==> config.mk <==
export PLATFORM = sky130hd
export DESIGN_NAME = mem_port_arbiter
export DESIGN_NICKNAME = d
export VERILOG_FILES = /design/src/rtl/mem_port_arbiter_pkg.sv /design/src/rtl/mem_port_arbiter_select.sv /design/src/rtl/mem_port_arbiter.sv
export SDC_FILE = /design/constraint.sdc
export NUM_CORES = 1
export LEC_CHECK = 0
export CAP_MARGIN = 20
export CORE_AREA = 5 5 119 121
export DETAILED_ROUTE_END_ITERATION = 16
export DIE_AREA = 0 0 124 126
export GPL_TIMING_DRIVEN = 0
export PLACE_DENSITY = 0.7
export SLEW_MARGIN = 20
export SYNTH_ARGS = -nofsm -noshare
export SYNTH_HDL_FRONTEND = slang
export SYNTH_SLANG_ARGS = --single-unit
==> constraint.sdc <==
create_clock -name clock -period 1.7 [get_ports clock]
set_input_delay 0.17 -clock clock [delete_from_list [all_inputs] [get_ports clock]]
set_output_delay 0.17 -clock clock [all_outputs]
set_load 0.005 [all_outputs]
==> src/rtl/mem_port_arbiter_pkg.sv <==
// rtl/mem_port_arbiter_pkg.sv - shared widths, bus command and arbiter state types
`ifndef XLEN
`define XLEN 32
`endif
`ifndef ROB_TAG_LEN
`define ROB_TAG_LEN 5
`endif

package mem_port_arbiter_pkg;
  localparam int XLEN        = `XLEN;
  localparam int ROB_TAG_LEN = `ROB_TAG_LEN;
  localparam int MEM_TAG_LEN = 4;

  typedef enum logic [1:0] {
    BUS_NONE  = 2'd0,
    BUS_LOAD  = 2'd1,
    BUS_STORE = 2'd2
  } bus_command_t;

  typedef enum logic [1:0] {
    IDLE      = 2'd0,
    LOAD_WAIT = 2'd1,
    DROP_WAIT = 2'd2
  } arb_state_t;
endpackage

==> src/rtl/mem_port_arbiter_select.sv <==
// rtl/mem_port_arbiter_select.sv - store-priority selector with load starvation guard
module mem_arb_select #(
  parameter int STARVE_LIMIT = 4
) (
  input  logic clock,
  input  logic reset,
  input  logic ld_req,
  input  logic idle,
  input  logic st_req,
  input  logic accepted,
  output logic ld_sel,
  output logic st_sel
);
  logic [3:0] starve_cnt;
  logic       ld_eligible;
  logic       ld_favoured;

  assign ld_eligible = ld_req && idle;
  assign ld_favoured = starve_cnt >= 4'(STARVE_LIMIT);

  always_comb begin
    ld_sel = 1'b0;
    st_sel = 1'b0;
    if (ld_eligible && st_req) begin
      ld_sel = ld_favoured;
      st_sel = !ld_favoured;
    end else begin
      ld_sel = ld_eligible;
      st_sel = st_req;
    end
  end

  // Held while a load is blocked outside IDLE; only counts losses at the port.
  always_ff @(posedge clock) begin
    if (reset || !ld_req || (ld_sel && accepted)) begin
      starve_cnt <= 4'd0;
    end else if (idle && starve_cnt != 4'd15) begin
      starve_cnt <= starve_cnt + 4'd1;
    end
  end
endmodule

==> src/rtl/mem_port_arbiter.sv <==
// rtl/mem_port_arbiter.sv - load/store memory port arbiter; MEM_ARB_PERF_EN adds perf counters
module mem_port_arbiter
  import mem_port_arbiter_pkg::*;
#(
  parameter int STARVE_LIMIT = 4
) (
  input  logic                   clock,
  input  logic                   reset,
  input  logic                   ld_req,
  input  logic [XLEN-1:0]        ld_addr,
  input  logic [ROB_TAG_LEN-1:0] ld_rob_tag,
  input  logic                   st_req,
  input  logic [XLEN-1:0]        st_addr,
  input  logic [XLEN-1:0]        st_data,
  input  logic                   squash,
  input  logic [3:0]             mem2proc_response,
  input  logic [63:0]            mem2proc_data,
  input  logic [3:0]             mem2proc_tag,
  output bus_command_t           proc2mem_command,
  output logic [XLEN-1:0]        proc2mem_addr,
  output logic [63:0]            proc2mem_data,
  output logic                   lb_exec_stall,
  output logic                   st_grant,
  output logic                   ld_done_valid,
  output logic [XLEN-1:0]        ld_done_data,
`ifdef MEM_ARB_PERF_EN
  output logic [31:0]            perf_ld_cnt,
  output logic [31:0]            perf_st_cnt,
  output logic [31:0]            perf_reject_cnt,
`endif
  output logic [ROB_TAG_LEN-1:0] ld_done_rob_tag
);
  arb_state_t             state, next_state;
  logic [MEM_TAG_LEN-1:0] saved_tag;
  logic [ROB_TAG_LEN-1:0] saved_rob_tag;
  logic                   ld_done_q, ld_done_next;
  logic                   ld_sel, st_sel, accepted, tag_hit, ld_accept;
  logic                   unused_data_hi;

  assign unused_data_hi = ^mem2proc_data[63:XLEN];
  assign accepted  = mem2proc_response != 4'd0;
  assign ld_accept = ld_sel && accepted;
  // saved_tag is 0 after reset, so a stale tag never matches.
  assign tag_hit   = (mem2proc_tag != 4'd0) && (mem2proc_tag == saved_tag);

  mem_arb_select #(.STARVE_LIMIT(STARVE_LIMIT)) u_select (
    .clock    (clock),
    .reset    (reset),
    .ld_req   (ld_req),
    .idle     (state == IDLE),
    .st_req   (st_req),
    .accepted (accepted),
    .ld_sel   (ld_sel),
    .st_sel   (st_sel)
  );

  always_comb begin
    proc2mem_command = BUS_NONE;
    proc2mem_addr    = '0;
    proc2mem_data    = '0;
    if (st_sel) begin
      proc2mem_command = BUS_STORE;
      proc2mem_addr    = st_addr;
      proc2mem_data    = {{(64-XLEN){1'b0}}, st_data};
    end else if (ld_sel) begin
      proc2mem_command = BUS_LOAD;
      proc2mem_addr    = ld_addr;
    end
  end

  assign st_grant      = st_sel && accepted;
  assign lb_exec_stall = ld_req && !ld_accept;
  // A flush in the writeback cycle must still kill the result.
  assign ld_done_valid = ld_done_q && !squash;

  always_comb begin
    next_state   = state;
    ld_done_next = 1'b0;
    case (state)
      IDLE:      if (ld_accept) next_state = LOAD_WAIT;
      LOAD_WAIT: begin
        if (tag_hit) begin
          next_state   = IDLE;
          ld_done_next = !squash;
        end else if (squash) begin
          next_state = DROP_WAIT;
        end
      end
      DROP_WAIT: if (tag_hit) next_state = IDLE;
      default:   next_state = IDLE;
    endcase
  end

  always_ff @(posedge clock) begin
    if (reset) begin
      state           <= IDLE;
      saved_tag       <= '0;
      saved_rob_tag   <= '0;
      ld_done_q       <= 1'b0;
      ld_done_data    <= '0;
      ld_done_rob_tag <= '0;
    end else begin
      state     <= next_state;
      ld_done_q <= ld_done_next;
      if (state == IDLE && ld_accept) begin
        saved_tag     <= mem2proc_response;
        saved_rob_tag <= ld_rob_tag;
      end
      if (ld_done_next) begin
        ld_done_data    <= mem2proc_data[XLEN-1:0];
        ld_done_rob_tag <= saved_rob_tag;
      end
    end
  end

`ifdef MEM_ARB_PERF_EN
  always_ff @(posedge clock) begin
    if (reset) begin
      perf_ld_cnt     <= '0;
      perf_st_cnt     <= '0;
      perf_reject_cnt <= '0;
    end else begin
      if (ld_accept) perf_ld_cnt <= perf_ld_cnt + 32'd1;
      if (st_grant)  perf_st_cnt <= perf_st_cnt + 32'd1;
      if (proc2mem_command != BUS_NONE && !accepted) perf_reject_cnt <= perf_reject_cnt + 32'd1;
    end
  end
`endif
endmodule
==> reports/results.ini, run 1 <==
[floorplan]
core_sq_mm=0.0130
initial_core_util=0.254
die_h_um=126
top_level_ports=316
dieArea_sq_mm=0.0156
die_x_um=124
num_rows=42

[synth]
netlist_area_sq_mm=0.00329
ys.warnings.count=0
ys_ff_latch=53
synth_top_cell_area_share=0.322
syn_inst=419
yosysSeqAreaShare=0.322
ys_top_cells_by_area=dfxtp_1, nand2b_1, mux2i_1
synth-simple-area-share=0.384
synth_edf_count=0
synth_area_leader_cell=dfxtp_1
synthArstFlopShare=0
synth_top_family_by_area=simple AND/OR/NAND/NOR gates
synth-compound-area-share=0.0289
ys_types=33
synth_flop_cell=dfxtp_1
synth_adder_area_share=0.00380
synth.mux.area_fraction=0.119
syn_area_per_cell_sq_um=7.86
synth_xor_area_frac=0.0186

[outcome]
violations=setup timing
status=finished, violations left

[grt]
grt_pass1_wl_um=21000
track_usage=0.170
grt_overflow=0
antenna_found_initial=0
first_global_vias=3991
grt_max_degree=18

[min_path]
hold_class=input port to flop

[routing]
drc=0
detail_route.wl_per_cell_um=15.7
dr.pass1.iters=4
wirelength_um=14500
first_iter_violations=159
drtAntennaViolNets=0
vias_per_cell=4.32
route.vias.total=3970

[sta]
slew_viol_final=0
slew_headroom=0.661
tightestPinTransition_ns=0.508
fin_crit_ns=1.97
setup_violations=67
worst_hold_slack_ns=0.344
grt_setup_unrepaired=true
skew_ns=0.00574
fmax_ghz=0.508
fin_crit_sh=1.16
setup_tns_ns=-12.18
setup_slack_ns=-0.270
hold_violations=0

[power_and_ir_drop]
leakage_nw=3.03
power.density_mw_per_mm2=526
vdd_drop_max_mv=0.514

[finish]
final_cell_area_sq_mm=0.00695
final_common_cell=clkdlybuf4s50_1
drive_above_1_share=0.315
area_growth_pct=111
seqCellArea_sq_mm=0.00108
fill_cells=1175
nets=922
multi_input_comb_area_sq_mm=0.00227
layout_common_cells=clkdlybuf4s50_1, nand2b_1, nand2_1
diodes=0

[clock_tree]
cts-htree-levels=2
clk_pin_slew_worst_paths_ns=0.07
cts_tree=built
clock_path_buffers=2
clk_latency_ns=0.29
numCtsBuffers=5
root_buffer=clkbuf_16
cts_sinks=53

[setup_path]
end_kind=output pin
critical_path_arrival_ns=1.80
path_class=flop to output pin
startpoint_type=flop
rrSetupSlack_ns=0.08
required_ns=1.53
crit_fanout=6

[place]
dp_hpwl_um=11600
port_buffers=250
gp_congestion=0.880
placed_cell_area_sq_mm=0.00613

[flow_run]
cap_viol_max_count=0

-- state kept, by name (all words and copies together) (netlist names) --
signal and count:
saved_tag 4, ld_done_rob_tag 5, ld_done_data 32, ld_done_q 1
u_select.starve_cnt 4, saved_rob_tag 5, state 2
-- power by group --
group,leakage [nW],switching (mW),total (mW),internal [mW]
logic,2.52,0.450,1.22,0.772
registers,0.432,0.0184,1.28,1.26
clock network,0.0842,0.460,1.16,0.698
-- final timing paths --
kind,to,from,cells after the start
setup / recovery,proc2mem_addr[5],u_select.starve_cnt[2],8
hold / removal,saved_tag[3],mem2proc_response[3],3
setup reg to reg,ld_done_data[3],saved_tag[2],6
hold reg to reg,saved_rob_tag[3],saved_rob_tag[3],2
-- what timing repair did --
item / in CTS / in global routing
gates cloned: 4 / 0
endpoints found under the setup margin: 88 / 110
pin swaps: 49 / 26
hold buffers: 0 / 0
buffers inserted: 27 / 7
gates resized for setup: 373 / 69
-- cells in the mapped netlist (4+ instances only) --
cell and count:
nand2_1 77, nand2b_1 75, dfxtp_1 53, mux2i_1 38, and3_1 34, buf_4 34, nand3_1 34, clkbuf_1 18
nor2_1 9, buf_2 7, a21oi_1 5, xnor2_1 5, a22oi_1 4
-- cells by family (layout without fill, tap and decap cells) --
kind of cell	count (synthesis)	after routing
flops	53	53
simple gates	240	240
other cells	1	32
fa+ha+maj	1	1
compound gates	13	13
xor+xnor	7	7
buf+inv	65	359
mux	39	39
-- per-layer routing --
layer / track usage / up-vias / share of wire / wire length [um]
li1: - / 1963 / - / -
met1: 0.208 / 1829 / 0.38 / 5560
met2: 0.307 / 165 / 0.53 / 7650
met3: 0.0350 / 13 / 0.075 / 1080
met4: 0.0329 / 0 / 0.011 / 166
met5: 0 / - / 0 / 0
-- stage by stage --
stage          total power [mW]  std cells  utilization  setup slack, ns
2_1_floorplan              1.67        450            -            0.178
4_1_cts                    3.58        913        0.507           -0.259
5_1_grt                    3.83        920        0.535           -0.330
6_report                   3.66        920        0.535           -0.270
3_5_place_dp               2.34        876        0.472            -1.04
3_3_place_gp               2.32        876        0.472           -0.998
-- final cells by class --
class,instances,area share
Inverter,1,0.00234
Timing Repair Buffer,287,0.388
Clock inverter,3,0.00630
Sequential cell,53,0.155
Clock buffer,5,0.0180
Multi-Input combinational cell,332,0.327
Tap cell,176,0.0317
Buffer,63,0.0717
-- worst max-delay path: stages (launching register included) --
cell	delay, ns
dfxtp_2	0.33
or3b_4	0.43
nand2_8	0.10
buf_8	0.13
buf_8	0.11
buf_8	0.12
nand3_2	0.08
nand2_2	0.11
buf_6	0.10
(Power assumes the default switching activity.)
==> inputs of run 2 (changes only) <==
--- a/config.mk
+++ b/config.mk
@@ -10,6 +10,7 @@
 export DETAILED_ROUTE_END_ITERATION = 16
 export DIE_AREA = 0 0 124 126
 export GPL_TIMING_DRIVEN = 0
+export HOLD_SLACK_MARGIN = 0.05
 export PLACE_DENSITY = 0.7
 export SLEW_MARGIN = 20
 export SYNTH_ARGS = -nofsm -noshare
==> results of run 2 <==
The final DEF is identical to that of run 1; final timing and power are the same.
